--- config.mk ---
export PLATFORM = sky130hd
export DESIGN_NAME = bus_protocol_initiator
export DESIGN_NICKNAME = d
export VERILOG_FILES = /design/src/rtl/bus_protocol_initiator.sv
export SDC_FILE = /design/constraint.sdc
export NUM_CORES = 1
export LEC_CHECK = 0
export ABC_AREA = 1
export CAP_MARGIN = 5
export CELL_PAD_IN_SITES_DETAIL_PLACEMENT = 0
export CELL_PAD_IN_SITES_GLOBAL_PLACEMENT = 1
export CORE_ASPECT_RATIO = 0.5
export CORE_UTILIZATION = 34
export DETAILED_ROUTE_END_ITERATION = 7
export PLACE_DENSITY_LB_ADDON = 0.1
export SLEW_MARGIN = 10
export SYNTH_ARGS = -nofsm -noshare
export SYNTH_HDL_FRONTEND = slang
export SYNTH_SLANG_ARGS = --single-unit
export TNS_END_PERCENT = 1
--- constraint.sdc ---
create_clock -name i_clk -period 4.55 [get_ports i_clk]
set_clock_uncertainty 0.15 [all_clocks]
set_input_delay 1.1375 -clock i_clk [delete_from_list [all_inputs] [get_ports i_clk]]
set_output_delay 1.1375 -clock i_clk [all_outputs]
set_load 0.02 [all_outputs]
--- src/rtl/bus_protocol_initiator.sv ---
// bus_protocol_initiator: single-outstanding requester on the req/rnw/addressAck/writeAck/readAck bus,
// turning local commands into one bus transaction each and returning a one-cycle response.
module bus_protocol_initiator #(
  parameter int AWIDTH  = 8,
  parameter int DWIDTH  = 8,
  parameter int TIMEOUT = 16
) (
  input  logic              i_clk,
  input  logic              i_arst_n,
  input  logic              i_cmdValid,
  output logic              o_cmdReady,
  input  logic              i_cmdReadWrite_n,
  input  logic [AWIDTH-1:0] i_cmdAddr,
  input  logic [DWIDTH-1:0] i_cmdWdata,
  output logic              o_rspValid,
  output logic              o_rspReadWrite_n,
  output logic [DWIDTH-1:0] o_rspRdata,
  output logic              o_rspError,
  output logic              o_req,
  output logic              o_readWrite_n,
  output logic [AWIDTH-1:0] o_addr,
  output logic [DWIDTH-1:0] o_wdata,
  input  logic              i_addressAck,
  input  logic              i_writeAck,
  input  logic              i_readAck,
  input  logic [DWIDTH-1:0] i_rdata,
  output logic              o_protocolError
);
  localparam int CW = TIMEOUT > 0 ? $clog2(TIMEOUT + 1) : 1;
  localparam logic [CW-1:0] TO_LAST = CW'(TIMEOUT - 1);
  typedef enum logic [1:0] {IDLE, ADDR, DATA} state_t;
  state_t r_state, w_state_nx;
  logic [CW-1:0] r_cnt;
  logic w_accept, w_match, w_mis, w_done, w_to, w_perr;
  assign o_cmdReady = r_state == IDLE;
  // The captured direction selects which data ack is legal for the transaction in flight.
  always_comb begin
    w_accept = i_cmdValid && r_state == IDLE;
    w_match = o_readWrite_n ? i_readAck : i_writeAck;
    w_mis = o_readWrite_n ? i_writeAck : i_readAck;
    w_done = (r_state == ADDR && i_addressAck && w_match) || (r_state == DATA && w_match);
    w_to = TIMEOUT > 0 && r_state != IDLE && !w_done && r_cnt == TO_LAST;
    w_perr = (r_state == IDLE && (i_addressAck || i_writeAck || i_readAck)) ||
             (r_state != IDLE && w_mis) || (r_state == ADDR && w_match && !i_addressAck);
    w_state_nx = (w_done || w_to) ? IDLE :
                 w_accept ? ADDR :
                 (r_state == ADDR && i_addressAck) ? DATA : r_state;
  end
  always_ff @(posedge i_clk or negedge i_arst_n) begin
    if (!i_arst_n) begin
      r_state <= IDLE;
      r_cnt <= '0;
      o_req <= 1'b0;
      o_readWrite_n <= 1'b0;
      o_addr <= '0;
      o_wdata <= '0;
      o_rspValid <= 1'b0;
      o_rspReadWrite_n <= 1'b0;
      o_rspRdata <= '0;
      o_rspError <= 1'b0;
      o_protocolError <= 1'b0;
    end else begin
      r_state <= w_state_nx;
      o_req <= w_state_nx == ADDR;
      o_rspValid <= w_done || w_to;
      o_rspError <= w_to;
      o_rspRdata <= (w_done && o_readWrite_n) ? i_rdata : '0;
      o_protocolError <= o_protocolError || w_perr;
      if (w_done || w_to) o_rspReadWrite_n <= o_readWrite_n;
      if (w_accept) begin
        o_readWrite_n <= i_cmdReadWrite_n;
        o_addr <= i_cmdAddr;
        o_wdata <= i_cmdWdata;
        r_cnt <= '0;
      end else if (r_state != IDLE && r_cnt != '1) begin
        r_cnt <= r_cnt + 1'b1;
      end
    end
  end
endmodule

# Word level (Yosys, flattened, before mapping)
# Index checks and enable logic that the tools add are counted.
dict set report totals {
  regBits 37
  latch_bits 0
  ram_bits 0
  romBits 0
  input_bits 31
  out_inout_bits 31
  elab_cells 49
  mem_count 0
}
dict set report op_classes {
  addsub 1
  mul 0
  n_div 0
  order_cmp 0
  eq_ne 5
  n_shift 0
  mux 8
  bitwise_logic 0
  n_reduce_logical 24
}
# op n
set ops {}
lappend ops {{logical AND 1 bit} 12}
lappend ops {{two-way mux 5 bit} 2}
lappend ops {{two-way mux 8 bit} 1}
lappend ops {{logical OR 1 bit} 7}
lappend ops {{two-way mux 2 bit} 3}
lappend ops {{adder 5 x 1 -> 5 bit, second input constant} 1}
lappend ops {{equality test 5 x 4 -> 1 bit, second input constant} 1}
lappend ops {{inequality test 5 bit, second input constant} 1}
lappend ops {{equality test 2 x 1 -> 1 bit, second input constant} 2}
lappend ops {{nonzero test 2 bit} 2}
lappend ops {{equality test 2 bit, second input constant} 1}
lappend ops {{logical NOT 1 bit} 2}
lappend ops {{logical NOT 2 bit} 1}
lappend ops {{two-way mux 1 bit} 2}

# Logic depth before layout (Yosys ltp)
# Gate-level depths: netlist of the first run.
dict set report depth {
  depth_word 10
  depth_mapped 8
  mapped_depth_nobuf 8
}

# Least setup slack after synthesis of the first run
# Ideal clock, no wire load.
dict set report synth_path {
  path_type {reg-to-output}
  from {reg r_state[1]}
  to {out o_cmdReady}
  arrival_time_ns 0.661
  required_ns 3.263
  setup_slack_ns 2.602
  stages_incl_launch_ff 2
  n_path_buf 0
  cell_sequence {dfrtp_1 > nor2_4}
}
dict set report synth_between {
  elab_chain_len 1
}
# item line_no
set synth_lines {}
lappend synth_lines {{start: declaration} 32} ;# state_t r_state, w_state_nx;
lappend synth_lines {{start signal: assignment} 63} ;# r_state <= w_state_nx;
lappend synth_lines {{logical NOT 2 bit} 35} ;# assign o_cmdReady = r_state == IDLE;
lappend synth_lines {{end: declaration} 11} ;# output logic o_cmdReady,
# No other way between the ends.

# Final worst setup path of the first run
# Ends and elaborated chain as after synthesis.

==> results of run 1 <==
[power by group]
part / switching (mW) / internal (mW) / leakage, nW / total [mW]
logic: 0.387 / 0.297 / 0.639 / 0.684
registers: 0.0824 / 0.446 / 0.472 / 0.529
clock network: 0.122 / 0.178 / 0.0574 / 0.300
[tightest hold or removal path: stages, from the launching register on]
cell	delay, ns
dfrtp_1	0.34
nand2_1	0.05
nand2_1	0.06
[logic make-up (layout without fill, tap and decap cells)]
logic type,count (synthesis),in the layout,synth area share
adder cells (fa/ha/maj),3,3,0.0233
AO/OA/AOI/OAI,11,11,0.0481
flip-flops,37,37,0.574
AND/OR/NAND/NOR,96,96,0.290
buffers and inverters,23,89,0.0651
[sequential cells by signal (all words and copies together), names as in the netlist, 2 cells and up]
name,count
o_addr,8
o_rspRdata,8
o_wdata,8
r_cnt,5
r_state,2
[layer usage]
metal	vias to the layer above	wire [um]	track usage	part of all wire
li1	646	-	-	-
met1	556	1710	0.200	0.50
met2	36	1470	0.237	0.43
met3	0	244	0.0557	0.071
met4	0	0	0.0221	0
met5	-	0	0	0
[through the flow]
step	instance area, um2	util
floorplan	1610	-
global placement	2270	0.507
detailed placement	2270	0.507
CTS	2390	0.534
global route	2390	0.534
finish	2390	0.534
[layout by cell type (no fill, tap or decap)]
master            n
o21ai_1           1
nand3_2           1
o21ai_2           2
o21ai_0           2
a21oi_1           3
a21oi_2           2
inv_2             2
nand2_4           6
clkinvlp_4        1
nand3_1           3
inv_4             1
nor2_1            6
dfrtp_1          37
nor3_1            1
buf_2             1
ha_1              3
nand4_1           1
nand3_4           1
nand2_1          65
clkdlybuf4s50_1  60
o22ai_2           1
bufinv_16         1
nor2_2            9
clkbuf_8          6
inv_1            17
nor2_4            1
nand2_2           2
[layout make-up]
type / instances / share of cell area
Tap cell: 66 / 0.0345
Multi-Input combinational cell: 110 / 0.243
Sequential cell: 37 / 0.387
Inverter: 20 / 0.0324
Clock buffer: 6 / 0.0345
Timing Repair Buffer: 61 / 0.253
Clock inverter: 2 / 0.0157
[worst max-delay path by stage]
stage	end	slack [ns]	cells after the start
after floorplan	o_cmdReady	2.60	1
after global placement	o_cmdReady	2.03	2
after detailed placement	o_cmdReady	2.00	2
after CTS	o_cmdReady	1.67	2
after global routing	o_cmdReady	1.63	2
final	o_cmdReady	1.68	2
==> reports/results.txt, run 1 <==
status: finished, final reports clean
Area contributors post-synth: dfrtp_1 57%, nand2_1 15%, nand2_4 4.2%
H-tree levels: 2
fmax: 0.348 GHz
RR Startpoint: r_cnt[0]
CP Capture Type: output port
Max transition margin: 0.438
number of CTS-inserted buffers: 5
core area: 4490 um2
Clock transition at path regs: 0.08 ns
Async SR Flop Fraction: 1.00
Seq cells post-synth: 37
CP required: 3.26 ns
cell count after placement: 294
Reg area: 926 um2
Power Dens Cells: 632 nW/um2
Ys Warns: 0
Non-Filler Instances: 302
# fillers: 420
synth cell count leaders: 65 x nand2_1, 37 x dfrtp_1, 17 x inv_1
Multi-input gate area: 583 um2
syn_nets: 204
slowest stage cell, crit path: clkdlybuf4s50_1
Gate Count Post-Synth: 170
reg2reg path depth: 8
nets: 269
die area: 5040 um2
Post-CTS Setup Inserts: 0
crit path kind: flop to output port
Crit path buffers/inverters: 1
Ant. Diodes: 0
Slew Viols, Final: 0
Synth area leader: dfrtp_1
Initial Utilization: 0.360
Worst path top cell family by delay: buffers and inverters
fin crit period: 2.87 ns
Worst Hold Margin: 0.331 ns
Max Cap Viol: 0
Die X: 99.4 um
clk sinks: 37
PortBufs: 61
worst-path cell chain: nor2_4 -> clkdlybuf4s50_1
Final Hold Viols: 0
Worst path max stage delay: 0.63 ns
Post-Synthesis Mean Instance Area: 9.49 um2
Tot Pwr: 1.51 mW
Area growth syn-to-layout: 48.4%
Pre-antenna DRT Iters: 4
min-delay src: o_addr[0]
cts hold-fix bufs: 0
highest ir drop seen on vdd: 324 uV
Worst setup SP type: flop
count of flip-flops with a built-in enable after synthesis: 0
final worst-path cycle share: 0.632
crit path max fanout: 5
R2R Setup Slk: 2.87 ns
I/O pin cnt: 62
Post-CTS Resized: 0
P_leak: 1.17 nW
routed wire length per instance: 11.4 um
top-area cell type share of the netlist area: 0.574
largest net degree at the start of global routing: 38
Critical Path Source: r_state[1]
final WL: 3.43 mm
CTS tree: done
share of layout cells above drive strength 1: 0.157
post-place setup slack: 2.00 ns
sink of the worst hold path: o_addr[0]
post-synth design cell area: 1610 um2
antenna violations before repair: 0
register area share after synthesis: 0.574
Final ANT Viol Nets: 0
vias: 1238
worst path arrival time: 1.59 ns
DR DRC count: 0
vias in the first global route: 1206
r2r endpoint: r_cnt[3]
Worst-Margin Slew: 0.843 ns
post-DP HPWL: 2.40 mm
Worst Hold Class: flop to flop
first-pass GRT wire length: 5.69 mm
ys flop type: dfrtp_1
Yosys cell types: 24
Hold Path Depth: 2
Total GRT Usage: 0.150
placement row count: 17
DR iter-0 viols: 24
die height: 50.7 um
most numerous cell in the Yosys netlist: nand2_1
Final WS setup: 1.68 ns
RSZ-0062 raised after global routing: false
vias per inst: 4.10
gr ovfl total: 0
Final setup viols: 0
CTS max path bufs: 2
CTS Root Cell: clkbuf_8
final setup TNS: 0 ns
GP Congestion: 0.689
clock insertion delay at the later pin of the skew report: 0.28 ns
(Power assumes the default switching activity.)
==> inputs of run 2 (changes only) <==
--- a/config.mk
+++ b/config.mk
@@ -10,7 +10,7 @@
 export CELL_PAD_IN_SITES_DETAIL_PLACEMENT = 0
 export CELL_PAD_IN_SITES_GLOBAL_PLACEMENT = 1
 export CORE_ASPECT_RATIO = 0.5
-export CORE_UTILIZATION = 34
+export CORE_UTILIZATION = 32
 export DETAILED_ROUTE_END_ITERATION = 7
 export PLACE_DENSITY_LB_ADDON = 0.1
 export SLEW_MARGIN = 10
==> constraint.sdc (replaced) <==
create_clock -name i_clk -period 2.9 [get_ports i_clk]
set_clock_uncertainty 0.15 [all_clocks]
set_input_delay 0.725 -clock i_clk [delete_from_list [all_inputs] [get_ports i_clk]]
set_output_delay 0.725 -clock i_clk [all_outputs]
set_load 0.02 [all_outputs]
==> run 2 against run 1 <==
  * Global-route usage decreased by 1.0 points
  * Via count up 3.9%
  * Largest cell class unchanged
  * Clock-buffer cell count up 1
  * Critical endpoint unchanged
  * Cell count stayed put
  * Critical path type unchanged
  * Worst setup slack got worse by 1.2 ns
  * Critical path depth unchanged
  * Sequential power grew 57%
==> reports/results.txt, run 2 (synthesis gave the netlist of run 1 again) <==
clock insertion delay at the later pin of the skew report: 0.28 ns (about the same)
Reg area: 926 um2 (unchanged)
Slew Viols, Final: 0 (unchanged)
DR DRC count: 0 (unchanged)
RR Startpoint: r_cnt[0] (unchanged)
Max transition margin: 0.443 (was 0.438)
Die X: 102 um (was 99.4 um)
PortBufs: 61 (unchanged)
share of layout cells above drive strength 1: 0.153 (was 0.157)
vias: 1286 (was 1238)
Worst-Margin Slew: 0.836 ns (was 0.843 ns)
die height: 52.2 um (was 50.7 um)
min-delay src: o_addr[1] (was o_addr[0])
Final setup viols: 0 (unchanged)
final WL: 3.41 mm (was 3.43 mm)
most frequent cells in the layout: 65 x nand2_1, 60 x clkdlybuf4s50_1, 37 x dfrtp_1 (unchanged)
worst path arrival time: 1.54 ns (was 1.59 ns)
crit path max fanout: 5 (unchanged)
fmax: 0.414 GHz
H-tree levels: 2 (unchanged)
highest ir drop seen on vdd: 420 uV (was 324 uV)
Max Cap Viol: 0 (unchanged)
# fillers: 444 (was 420)
nets: 269 (unchanged)
final setup TNS: 0 ns (unchanged)
instance area at placement: 2270 um2 (unchanged)
Initial Utilization: 0.350 (was 0.360)
P_leak: 1.17 nW (about the same)
gr ovfl total: 0 (unchanged)
CTS Root Cell: clkbuf_8 (unchanged)
CP required: 2.03 ns (was 3.26 ns)
CP Capture Type: output port (unchanged)
Top Registers: o_addr x8, o_rspRdata x8, o_wdata x8 (unchanged)
Multi-input gate area: 583 um2 (unchanged)
Power Dens Cells: 986 nW/um2 (was 632 nW/um2)
die area: 5350 um2 (was 5040 um2)
Area growth syn-to-layout: 48.1% (was 48.4%)
Non-Filler Instances: 302 (unchanged)
Clock transition at path regs: 0.07 ns (was 0.08 ns)
cell count after placement: 294 (unchanged)
first-pass GRT wire length: 5.46 mm (was 5.69 mm)
Post-CTS Setup Inserts: 0 (unchanged)
fin crit period: 2.42 ns
RSZ-0062 raised after global routing: false (unchanged)
CTS tree: done (unchanged)
DR iter-0 viols: 67 (was 24)
largest net degree at the start of global routing: 38 (unchanged)
Pre-antenna DRT Iters: 4 (unchanged)
status: finished, final reports clean (unchanged)
Final ANT Viol Nets: 0 (unchanged)
CTS max path bufs: 2 (unchanged)
crit path kind: flop to output port (unchanged)
number of CTS-inserted buffers: 5 (unchanged)
core area: 4620 um2 (was 4490 um2)
I/O pin cnt: 62 (unchanged)
post-DP HPWL: 2.44 mm (was 2.40 mm)
leading cell type in the layout, fill and taps excluded: nand2_1 (unchanged)
placement row count: 17 (unchanged)
final instance area: 2390 um2 (about the same)
Total GRT Usage: 0.139 (was 0.150)
final worst-path cycle share: 0.833
Ant. Diodes: 0 (unchanged)
cts hold-fix bufs: 0 (unchanged)
Worst setup SP type: flop (unchanged)
Final Hold Viols: 0 (unchanged)
routed wire length per instance: 11.3 um (was 11.4 um)
clk sinks: 37 (unchanged)
Worst Hold Class: flop to flop (unchanged)
Critical Path Source: r_state[1] (unchanged)
antenna violations before repair: 0 (unchanged)
vias in the first global route: 1149 (was 1206)
vias per inst: 4.26 (was 4.10)
GP Congestion: 0.732 (was 0.689)
Post-CTS Resized: 0 (unchanged)
## run 2: cell types whose count changed in the layout (fill, tap and decap cells not counted)
cell | previous run | this run
clkbuf_1 | 0 | 1
clkinvlp_4 | 1 | 0
## run 2: final cells by class
cell class / instances / area share
clock buffer: 7 / 0.0361
clock inverter: 1 / 0.0126
inverter: 20 / 0.0324
multi-input combinational: 110 / 0.244
sequential: 37 / 0.387
tap: 66 / 0.0345
timing repair buffer: 61 / 0.253
## run 2: path summary, 6_finish.rpt
path / depth (start not counted) / slack, ns / endpoint
hold / removal: 2 / 0.33 / o_addr[1]
max in group asynchronous: 1 / 1.68 / o_addr[3]
setup / recovery: 2 / 0.48 / o_cmdReady
min in group asynchronous: 1 / 0.39 / o_wdata[7]
setup reg to reg: 8 / 1.24 / r_cnt[3]
hold reg to reg: 2 / 0.33 / o_addr[1]
## run 2: through the flow
stage	hold slack, ns	total power [mW]	setup WS [ns]	utilization
2_1_floorplan	0.279	1.49	1.36	-
3_3_place_gp	0.312	1.90	0.795	0.493
3_5_place_dp	0.314	1.92	0.782	0.493
4_1_cts	0.334	2.39	0.467	0.518
5_1_grt	0.350	2.54	0.421	0.518
6_report	0.331	2.36	0.483	0.518
## run 2: routing by layer
layer / track usage / up-vias / wire length, um
met5: 0 / - / 0
met1: 0.191 / 602 / 1660
li1: - / 646 / -
met4: 0.0357 / 0 / 14
met2: 0.206 / 36 / 1460
met3: 0.0533 / 2 / 272
## run 2: critical path, stage by stage (launching register included)
cell             delay, ns
dfrtp_1               0.45
nor2_4                0.19
clkdlybuf4s50_1       0.62
## run 2: where the power goes
part	total, mW	leakage, nW	switching, mW	internal [mW]
combinational	1.07	0.639	0.606	0.465
clock	0.457	0.0585	0.176	0.280
sequential	0.829	0.472	0.128	0.701
total	2.36	1.17	0.911	1.45
